`src/rtl/mux_n_1_pkg.sv`:
```
// Shared types and constants for the registered N:1 multiplexer.
package mux_n_1_pkg;

    typedef enum logic {
        ST_RUN = 1'b0,
        ST_GAP = 1'b1
    } mux_state_e;

    localparam int unsigned CNT_W = 4;

endpackage

```
`src/rtl/mux_n_comb.sv`:
```
// Purely combinational N:1 selector; an out-of-range select yields zero.
module mux_n_comb #(
    parameter int unsigned CH_NUM = 4,
    parameter int unsigned DATA_W = 8,
    parameter int unsigned SEL_W  = 2
) (
    input  logic [CH_NUM*DATA_W-1:0] in_data,
    input  logic [SEL_W-1:0]         sel,
    output logic [DATA_W-1:0]        out_data
);

    always_comb begin
        out_data = '0;
        for (int k = 0; k < int'(CH_NUM); k++) begin
            if (sel == SEL_W'(k)) begin
                out_data = in_data[k*DATA_W +: DATA_W];
            end
        end
    end

endmodule

```
`src/rtl/mux_n_1.sv`:
```
// Registered N:1 multiplexer with valid/ready channel select and blanking on switch.
module mux_n_1
    import mux_n_1_pkg::*;
#(
    parameter int unsigned        CH_NUM   = 4,
    parameter int unsigned        DATA_W   = 8,
    parameter int unsigned        SEL_W    = 2,
    parameter int unsigned        GAP_CYC  = 2,
    parameter logic [DATA_W-1:0]  IDLE_VAL = '0
) (
    input  logic                     sys_clk,
    input  logic                     sys_rst_n,
    input  logic [CH_NUM*DATA_W-1:0] in_data,
    input  logic [SEL_W-1:0]         sel_in,
    input  logic                     sel_vld,
    output logic                     sel_rdy,
    output logic [DATA_W-1:0]        out_data,
    output logic                     out_vld,
    output logic [SEL_W-1:0]         cur_sel,
    output logic                     sel_err
);

    localparam logic [31:0]      ChNum   = 32'(CH_NUM);
    localparam logic [CNT_W-1:0] GapLoad = (GAP_CYC == 0) ? '0 : CNT_W'(GAP_CYC - 1);

    mux_state_e        state_q;
    logic [CNT_W-1:0]  cnt_q;
    logic [SEL_W-1:0]  cur_sel_q;
    logic [DATA_W-1:0] out_data_q;
    logic              out_vld_q;
    logic              sel_err_q;

    logic              accept;
    logic              in_range;
    logic              do_switch;
    logic [SEL_W-1:0]  mux_sel;
    logic [DATA_W-1:0] mux_data;

    assign sel_rdy   = (state_q == ST_RUN);
    assign accept    = sel_vld && sel_rdy;
    assign in_range  = (32'(sel_in) < ChNum);
    assign do_switch = accept && in_range && (sel_in != cur_sel_q);
    // A zero-gap switch must show the new channel on the accepting edge itself.
    assign mux_sel   = do_switch ? sel_in : cur_sel_q;

    mux_n_comb #(
        .CH_NUM (CH_NUM),
        .DATA_W (DATA_W),
        .SEL_W  (SEL_W)
    ) u_mux (
        .in_data  (in_data),
        .sel      (mux_sel),
        .out_data (mux_data)
    );

    always_ff @(posedge sys_clk or negedge sys_rst_n) begin
        if (!sys_rst_n) begin
            state_q    <= ST_RUN;
            cnt_q      <= '0;
            cur_sel_q  <= '0;
            out_data_q <= IDLE_VAL;
            out_vld_q  <= 1'b0;
            sel_err_q  <= 1'b0;
        end else begin
            sel_err_q <= 1'b0;
            if (state_q == ST_GAP) begin
                if (cnt_q != '0) begin
                    cnt_q      <= cnt_q - CNT_W'(1);
                    out_data_q <= IDLE_VAL;
                    out_vld_q  <= 1'b0;
                end else begin
                    state_q    <= ST_RUN;
                    out_data_q <= mux_data;
                    out_vld_q  <= 1'b1;
                end
            end else if (accept && !in_range) begin
                sel_err_q  <= 1'b1;
                out_data_q <= mux_data;
                out_vld_q  <= 1'b1;
            end else if (do_switch && (GAP_CYC != 0)) begin
                cur_sel_q  <= sel_in;
                cnt_q      <= GapLoad;
                out_data_q <= IDLE_VAL;
                out_vld_q  <= 1'b0;
                state_q    <= ST_GAP;
            end else begin
                if (do_switch) begin
                    cur_sel_q <= sel_in;
                end
                out_data_q <= mux_data;
                out_vld_q  <= 1'b1;
            end
        end
    end

    assign out_data = out_data_q;
    assign out_vld  = out_vld_q;
    assign cur_sel  = cur_sel_q;
    assign sel_err  = sel_err_q;

endmodule

```
`config.mk`:
```
export PLATFORM = sky130hd
export DESIGN_NAME = mux_n_1
export DESIGN_NICKNAME = d
export VERILOG_FILES = /design/src/rtl/mux_n_1_pkg.sv /design/src/rtl/mux_n_comb.sv /design/src/rtl/mux_n_1.sv
export SDC_FILE = /design/constraint.sdc
export NUM_CORES = 1
export LEC_CHECK = 0
export CORE_MARGIN = 10
export CORE_UTILIZATION = 38
export DETAILED_ROUTE_END_ITERATION = 8
export GPL_TIMING_DRIVEN = 0
export PLACE_DENSITY = 0.9
export SYNTH_ARGS = -nofsm -noshare
export SYNTH_HDL_FRONTEND = slang
export SYNTH_HIERARCHICAL = 1
export SYNTH_SLANG_ARGS = --single-unit
```
`constraint.sdc`:
```
create_clock -name sys_clk -period 1.9 [get_ports sys_clk]
set_input_delay 0.475 -clock sys_clk [delete_from_list [all_inputs] [get_ports sys_clk]]
set_output_delay 0.475 -clock sys_clk [all_outputs]
set_load 0.1 [all_outputs]
```
======== Word-level counts from Yosys, hierarchy flattened ========
Cells that the tools add are included.
W data, S select, Z words.
storage, ports and cells
  flip-flop bits (word level) ............. 16
  input port bits ......................... 37
  output and inout port bits .............. 13
  word-level logic and storage cells ...... 35
cells by class
  add/sub/neg operators ................... 1
  eq/ne operators ......................... 5
  multiplexer cells ....................... 17
  bitwise gates (word level) .............. 1
  reductions and logical operators ........ 6
operator list
  kind                   number
  $mux W8                7
  $mux W4                3
  $mux W1                6
  $eq A2 B2 Y1 const B   2
  $reduce_bool A4 Y1     1
  $sub A4 B1 Y4 const B  1
  $eq A2 B1 Y1 const B   1
  $logic_and A1 B1 Y1    2
  $logic_not A2 Y1       1
  $mux W2                1
  $ne A2 B1 Y1 const B   1
  $ne A2 B2 Y1           1
  $reduce_and A2 Y1      1
  $reduce_bool A2 Y1     1
  $not A1 Y1             1

======== Longest topological paths before layout ========
Gate-level depths: netlist of the first run.
  depth after elaboration ................. 11
  mapped depth ............................ 7
  mapped depth without buffers ............ 6

======== Hierarchy ========
The synthesis of the first run kept the hierarchy.
modules (own cells, without submodules)
  module      times used  cells an instance  area each (um2)  seq. area each (um2)
  mux_n_1     1           58                 699.4            400.4
  mux_n_comb  1           10                 196.4            0.0

======== Worst setup path after synthesis of the first run ========
OpenSTA, ideal clock, no wires.
  path kind ............................... register to register
  start ................................... register cur_sel_q[0], in the netlist cur_sel[0]
  end ..................................... register out_data_q[0], in the netlist out_data[0]
  setup time .............................. 120 ps
  data arrival time ....................... 2020 ps
  required time ........................... 1780 ps
  setup slack ............................. -240 ps
  cell stages (with the launch flop) ...... 5
  buffers on the path ..................... 1
  clock period less this slack ............ 2140 ps
  path through ............................ dfrtp_1 -> mux2_2 -> buf_6 -> mux4_2 -> and3_1
on the way
  longest elaborated chain between the ends .. 10
  elaborated cells between the ends (all ways) .. 14
  classes of those cells .................. eq/ne (4); mux (8); reduce/logical (2)
RTL lines
  element                            line                          RTL
  start, declared                    mux_n_1.sv:28                 logic [SEL_W-1:0] cur_sel_q;
  start signal, assigned             mux_n_1.sv:81                 cur_sel_q <= sel_in;
  start signal, assigned             mux_n_1.sv:88                 cur_sel_q <= sel_in;
  $ne A2 B2 Y1                       mux_n_1.sv:42                 assign do_switch = accept && in_range && (sel_in != cur_sel_q);
  $logic_and A1 B1 Y1                mux_n_1.sv:42
  $mux W2 (*)                        --
  named net mux_sel[0]               mux_n_1.sv:36                 logic [SEL_W-1:0] mux_sel;
  $logic_not A2 Y1                   mux_n_comb.sv:15              if (sel == SEL_W'(k)) begin
  $mux W8 (3 in series)              mux_n_comb.sv:15
  $mux W8 (*)                        mux_n_comb.sv:15
  named net mux_data[0]              mux_n_1.sv:37                 logic [DATA_W-1:0] mux_data;
  $mux W8, on equally long branches  mux_n_1.sv:80, mux_n_1.sv:67
  $mux W8 (*)                        mux_n_1.sv:66                 if (state_q == ST_GAP) begin
  end signal, assigned               mux_n_1.sv:73                 out_data_q <= mux_data;
  end signal, assigned               mux_n_1.sv:78                 out_data_q <= mux_data;
  end signal, assigned               mux_n_1.sv:90                 out_data_q <= mux_data;
  end, declared                      mux_n_1.sv:29                 logic [DATA_W-1:0] out_data_q;
Mark *: on every way through the listed nets, which the timed path passes. The rest lies on a longest branch.
A chain may end at the register's enable or synchronous reset.

======== Final worst setup path of the first run ========
  start ................................... register state_q
  end ..................................... output sel_rdy
on the way
  longest elaborated chain between the ends .. 1
RTL lines
  element                 line           RTL
  start, declared         mux_n_1.sv:26  mux_state_e state_q;
  start signal, assigned  mux_n_1.sv:58  state_q <= ST_RUN;
  start signal, assigned  mux_n_1.sv:72  state_q <= ST_RUN;
  start signal, assigned  mux_n_1.sv:85  state_q <= ST_GAP;
  $not A1 Y1              mux_n_1.sv:39  assign sel_rdy = (state_q == ST_RUN);
  end, declared           mux_n_1.sv:16  output logic sel_rdy,
Every way passes these cells.

==> metrics.md, run 1 <==
| Metric | Value |
|---|---|
| First-pass GRT wire length | 3.77 mm |
| Worst IR drop on VDD | around 1.1 mV |
| Worst Path Required | approximately 1400 ps |
| Share of layout cells above drive strength 1 | between 30% and 40% |
| Drt via density | approximately 5 |
| Placed Instances | approximately 140 |
| Logic pwr share | between 60% and 70% |
| Initial DRC count | 11 |
| Area of the die | between 4000 and 5000 um^2 |
| Sequential fraction of the synthesis area | roughly 45% |
| Final period utilization | around 94% |
| CP Max Fanout | 4 |
| Clock latency at the later pin of the worst-skew pair | between 200 and 300 ps |
| Post-layout min period | approximately 1800 ps |
| CTS Sinks | 16 |
| Skew final | 4.80 ps |
| Via count | 738 |
| Fmax | 559 MHz |
| Die Span X | about 69 um |
| Final WL | roughly 2.3 mm |
| Post-synth EDFFs | 0 |
| Vias in the first global route | between 800 and 900 |
| Post-Syn Area | between 800 and 900 um^2 |
| Net Sw Frac | a little over half |
| Most common cell after layout, fill and taps aside | clkdlybuf4s50_1 |
| Syn nets | about 110 |
| Initial antenna violation count | 0 |
| CORE AREA | roughly 2200 um^2 |
| NetSw | approximately 0.0014 W |
| Final setup viols | 0 |
| Layout area overhead | 63.5% |
| Leak pwr | 0.639 nW |
| Top-level I/O count | 50 |
| CTS Buf Count | 3 |
| Mean Syn Cell Area | approximately 13 um^2 |
| Internal power | ~0.0012 W |
| Final ANT Viol Nets | 0 |
| Yosys reg bits | 16 |
| Reg power frac | roughly 22% |
| Placer congestion estimate | 0.782 |
| Status | finished, final reports clean |
| RSZ-0062 raised after global routing | false |
| Root Driver | clkbuf_4 |
| Tot Pwr | ~0.0026 W |
| CTS tree | built |
| Crit path launch type | flip-flop |
| PortBufs | 48 |
| Hold_buf cts | 0 |
| Setup slack after placement | -445 ps |
| Cells after synthesis | 68 |
| Row cnt | 17 |
| Rel. slew slack | a little under three fifths |
| Most frequent cells in the layout | clkdlybuf4s50_1 (35), dfrtp_1 (14), clkdlybuf4s15_2 (11), mux4_2 (8), and3_1 (7) |
| Post-synth ARST share | between 90% and 100% |
| Max Slew Vio Count | 0 |
| Ys flop type | dfrtp_1 |
| Final worst slack | about 110 ps |
| Worst setup EP type | primary output |
| Max Cap Violations | 0 |
| # DRC | 0 |
| Total global routing track utilization | between 10% and 20% |
| Worst hold path type | reg -> reg |
| Synth unique cells | 26 |
| DP HPWL | 2.00 mm |
| First drt pass iteration count | 3 |
| Worst Path Arrival | 1310 ps |
| Antenna Cells | 0 |
| Die height | slightly below 70 um |
| Synth warn | 6 |
| H-tree depth | 1 |
| Final core occ | 65.6% |
| WL per Instance | approximately 15 um |
| Final net count | 160 |
| Actual slew at the worst max-slew pin | around 670 ps |
| Starting density of the core | about two fifths |
| Power Dens Cells | ~1800 nW/um^2 |
| Clock Pin Slew Worst Setup and Hold Paths | approximately 90 ps |
| Cell Count, Final, Fillers Out | roughly 150 |
| Pin count of the biggest net entering global routing | 17 |
| Grt ovf | 0 |
| Clock Tree Buf Depth | 2 |
| Clock network power share | under 10% |
| Setup CP Type | reg -> out |
| Final Hold Fails | 0 |
-- cell families (layout without fill, tap and decap cells) --
logic type,after synthesis,after routing,share of synthesized area [%]
adders and majority gates,2,2,2.79
buffers and inverters,10,62,5.87
other,1,1,0.419
muxes,13,13,26.3
and+or+nand+nor,18,18,12.2
DFF,16,16,44.7
xor gates and xnor gates,2,2,1.96
AOI/OAI and AO/OA,6,6,5.86
-- sequential cells by signal, summed over array words and instances (netlist names) --
name,flops
out_data,8
cnt_q,4
cur_sel,2
state_q,1
out_vld,1
-- per-layer routing --
layer	global-route usage (%)	wire, um	up-vias
li1	-	-	348
met1	9.80	761	344
met2	17.9	1060	42
met3	7.73	390	4
met4	6.03	60	0
met5	0	0	-
-- through the flow --
| stage | setup TNS, ps | hold slack [ps] | instance area, um^2 |
|---|---|---|---|
| floorplan | 0 | 179 | 898 |
| global placement | -3910 | 516 | 1410 |
| detailed placement | -4070 | 528 | 1410 |
| CTS | 0 | 548 | 1470 |
| global route | 0 | 590 | 1470 |
| finish | 0 | 541 | 1470 |
-- worst max-delay path: stages (launching register included) --
cell and delay [ps]:
dfrtp_1 450, inv_1 140, buf_2 440
-- power by group through the flow --
stage          clock network, W  registers, W  logic, W
6_report               0.000221      0.000594   0.00183
5_1_grt                0.000240      0.000616   0.00193
4_1_cts                0.000227      0.000595   0.00185
3_5_place_dp                  0      0.000602   0.00188
3_3_place_gp                  0      0.000593   0.00184
2_1_floorplan                 0       0.00128  0.000759
-- path summary, 6_finish.rpt --
path / startpoint / to / slack [ps] / depth (start not counted)
max reg2reg: state_q / out_data[7] / 150 / 4
max: state_q / sel_rdy / 110 / 2
max in group asynchronous: sys_rst_n / cur_sel[0] / 840 / 1
min in group asynchronous: sys_rst_n / cnt_q[1] / 590 / 1
min: cnt_q[1] / cnt_q[1] / 540 / 2
min reg2reg: cnt_q[1] / cnt_q[1] / 540 / 2
-- timing repair --
action	CTS	global route
endpoints found under the hold margin	0	0
gates resized for setup	41	0
endpoints found under the setup margin	20	0
buffers inserted	2	0
-- area by class of cell --
type	instances	area, um^2
tap	28	35.0
buffer	3	17.5
timing repair buffer	50	503
clock buffer	4	36.3
fill	168	768
multi-input combinational	42	452
inverter	5	18.8
sequential	16	403
-- synth_stat cells, types with 2 or more instances --
cell type	n	area [um^2]
nor2_1	3	11.3
mux2_2	4	45.0
nand3_1	2	10.0
mux4_2	8	180
and3_1	8	50.1
buf_2	2	10.0
dfrtp_1	16	400
inv_1	5	18.8
ha_1	2	25.0
xor2_1	2	17.5
No activity file was read; power rests on OpenSTA's default activity.
==> run 2: changes to the inputs <==
--- a/config.mk
+++ b/config.mk
@@ -5,11 +5,10 @@
 export SDC_FILE = /design/constraint.sdc
 export NUM_CORES = 1
 export LEC_CHECK = 0
-export CORE_MARGIN = 10
 export CORE_UTILIZATION = 38
 export DETAILED_ROUTE_END_ITERATION = 8
 export GPL_TIMING_DRIVEN = 0
-export PLACE_DENSITY = 0.9
+export PLACE_DENSITY = 0.85
 export SYNTH_ARGS = -nofsm -noshare
 export SYNTH_HDL_FRONTEND = slang
 export SYNTH_HIERARCHICAL = 1
==> constraint.sdc (replaced) <==
create_clock -name sys_clk -period 2.04 [get_ports sys_clk]
set_input_delay 0.51 -clock sys_clk [delete_from_list [all_inputs] [get_ports sys_clk]]
set_output_delay 0.51 -clock sys_clk [all_outputs]
set_load 0.1 [all_outputs]
==> run 2 against run 1 <==
Effect of this change:
- sequential cell count unchanged
- utilization increased by 0.23 points
- sequential power decreased by 7.4%
- cell area decreased by 0.60%
- via count increased by 5.0%
- clock power decreased by 24%
- worst setup slack got worse by 62 ps
- highest routed layer unchanged
- largest cell class unchanged
- hold slack improved by 10 ps
- combinational power decreased by 7%
- clock skew decreased by 4.2 ps
- wire length decreased by 13%
- clock-buffer cell count unchanged
==> metrics.md, run 2 (synthesis results as in run 1) <==
| Metric | Value |
|---|---|
| Die height | between 50 and 60 um |
| WL per Instance | roughly 13 um |
| Crit path launch type | flip-flop |
| Total global routing track utilization | 18.9% |
| Clock Tree Buf Depth | 2 |
| Power Dens Cells | around 1700 nW/um^2 |
| # DRC | 0 |
| Grt ovf | 0 |
| Top-level I/O count | 50 |
| Initial antenna violation count | 0 |
| Area of the die | 2560 um^2 |
| First drt pass iteration count | 5 |
| Min-Delay Path Depth | 2 |
| Min-delay src | cnt_q[1] |
| Critical-path cell list | dlygate4sd2_1 |
| Placer congestion estimate | ~0.75 |
| Max reg flops | 8 |
| Final setup viols | 0 |
| Fmax | roughly 500 MHz |
| CORE AREA | around 2200 um^2 |
| Pin count of the biggest net entering global routing | 17 |
| Starting density of the core | between 40% and 50% |
| Final WL | roughly 2 mm |
| Actual slew at the worst max-slew pin | 976 ps |
| Leak pwr | between 0.6 and 0.7 nW |
| Max incr delay on CP | roughly 860 ps |
| CTS tree | built |
| DP HPWL | between 1.5 and 2 mm |
| Filler instances | roughly 170 |
| FF/Latch Area | 402 um^2 |
| Drt via density | between 5 and 6 |
| Most frequent cells in the layout | clkdlybuf4s50_1 (36), dfrtp_1 (15), and3_1 (8), dlygate4sd2_1 (8), mux4_2 (8) |
| Worst setup EP type | primary output |
| Post-layout min period | 1990 ps |
| Logic pwr share | a little over two thirds |
| Worst Path Arrival | roughly 1500 ps |
| Status | finished, final reports clean |
| Final Hold Fails | 0 |
| Multi-input logic area | between 400 and 500 um^2 |
| Slowest CP cell | dlygate4sd2_1 |
| Root Driver | clkbuf_4 |
| Worst IR drop on VDD | approximately 1.1 mV |
| R2r startpoint | state_q |
| Max Slew Vio Count | 0 |
| Share of layout cells above drive strength 1 | between 20% and 30% |
| Setup CP Type | reg -> out |
| Row cnt | 17 |
| Final ANT Viol Nets | 0 |
| Initial DRC count | 5 |
| Worst r2r dst | out_data[7] |
| PortBufs | 48 |
| Final period utilization | between 90 and 100% |
| Clock latency at the later pin of the worst-skew pair | around 280 ps |
| Final net count | roughly 160 |
| Clock Pin Slew Worst Setup and Hold Paths | 90 ps |
| RSZ-0062 raised after global routing | false |
| Most common cell after layout, fill and taps aside | clkdlybuf4s50_1 |
| First-pass GRT wire length | about 3.4 mm |
| WP buf/inv | 1 |
| Layout area overhead | 62.6% |
| Max Cap Violations | 0 |
| Reg power frac | a little under a quarter |
| Worst hold path type | reg -> reg |
| Vias in the first global route | 874 |
| Antenna Cells | 0 |
| Clock network power share | approximately 6.9% |
| Worst Path Required | around 1500 ps |
| CTS Sinks | 16 |
| CTS Buf Count | 3 |
| Setup slack after placement | -339 ps |
| CP Max Fanout | 1 |
| Internal power | 0.00110 W |
| Net Sw Frac | 54.3% |
| Rel. slew slack | approximately a third |
| Via count | around 780 |
| Crit path max-delay family | buffers and inverters |
| H-tree depth | 1 |
| R2r worst-path depth | 5 |
| WHS Endpoint | cnt_q[1] |
| Final worst slack | around 50 ps |
| Die Span X | a little over 50 um |
| R2R Setup Slk | 290 ps |
| Skew final | between 0.5 and 0.6 ps |
| Final core occ | 65.8% |
| NetSw | between 0.001 and 0.0015 W |
==> run 2: cell count changes in the layout (fill, tap and decap cells not counted), sizes merged <==
cell and change:
clkdlybuf4s15 -8, dlygate4sd2 +7, clkdlybuf4s50 +1, clkbuf +2
buf +2
==> run 2: what timing repair did <==
action	in CTS	in global routing
buffers inserted	5	0
resized for setup	18	2
setup endpoints to repair	20	7
hold buffers	0	0
gates cloned	0	0
==> run 2: layer usage <==
| metal | share of wire (%) | GRT usage [%] |
|---|---|---|
| met3 | 10 | 5.45 |
| met4 | 2.5 | 12.5 |
| met2 | 54 | 32.9 |
| met5 | 0 | 0 |
| met1 | 33 | 19.5 |
==> run 2: metrics by stage <==
| step | total power [W] | instances | setup TNS (ps) | area [um^2] | hold WS [ps] |
|---|---|---|---|---|---|
| final | 0.00242 | 152 | 0 | 1460 | 551 |
| after global routing | 0.00255 | 152 | 0 | 1460 | 592 |
| after CTS | 0.00246 | 153 | 0 | 1470 | 550 |
| after detailed placement | 0.00230 | 144 | -2720 | 1410 | 529 |
| after global placement | 0.00226 | 144 | -2650 | 1410 | 521 |
| after floorplan | 0.00189 | 68 | 0 | 897 | 214 |
==> run 2: worst min-delay path, delay by kind of cell (launching register included) <==
family	cells	cell delay (ps)
flops	1	380
simple gates	1	70
compound gates	1	70
==> run 2: final cells by class <==
type                    instances  area share [%]
plain buffers                   4            1.55
well taps                      28            2.41
clock buffers                   4            1.80
flip-flops and latches         16            27.6
repair buffers                 53            34.7
multi-input cells              42            30.7
inverters                       5            1.29
==> run 2: power by group through the flow <==
stage,Clock (W),Combinational [W],Sequential (W)
after floorplan,0,0.000707,0.00119
after global placement,0,0.00171,0.000553
after detailed placement,0,0.00174,0.000564
after CTS,0.000172,0.00173,0.000553
after global routing,0.000187,0.00180,0.000565
final,0.000167,0.00170,0.000550
==> run 2: worst max-delay path by stage <==
stage	startpoint	to	slack [ps]	cells after the start
detailed placement	sel_vld	out_data[7]	-340	6
finish	out_data[1]	out_data[1]	50	1
global placement	sel_vld	out_data[7]	-330	6
global route	out_data[6]	out_data[6]	2	1
CTS	cur_sel[0]	cur_sel[0]	7	1
floorplan	cur_sel[1]	out_data[0]	80	4
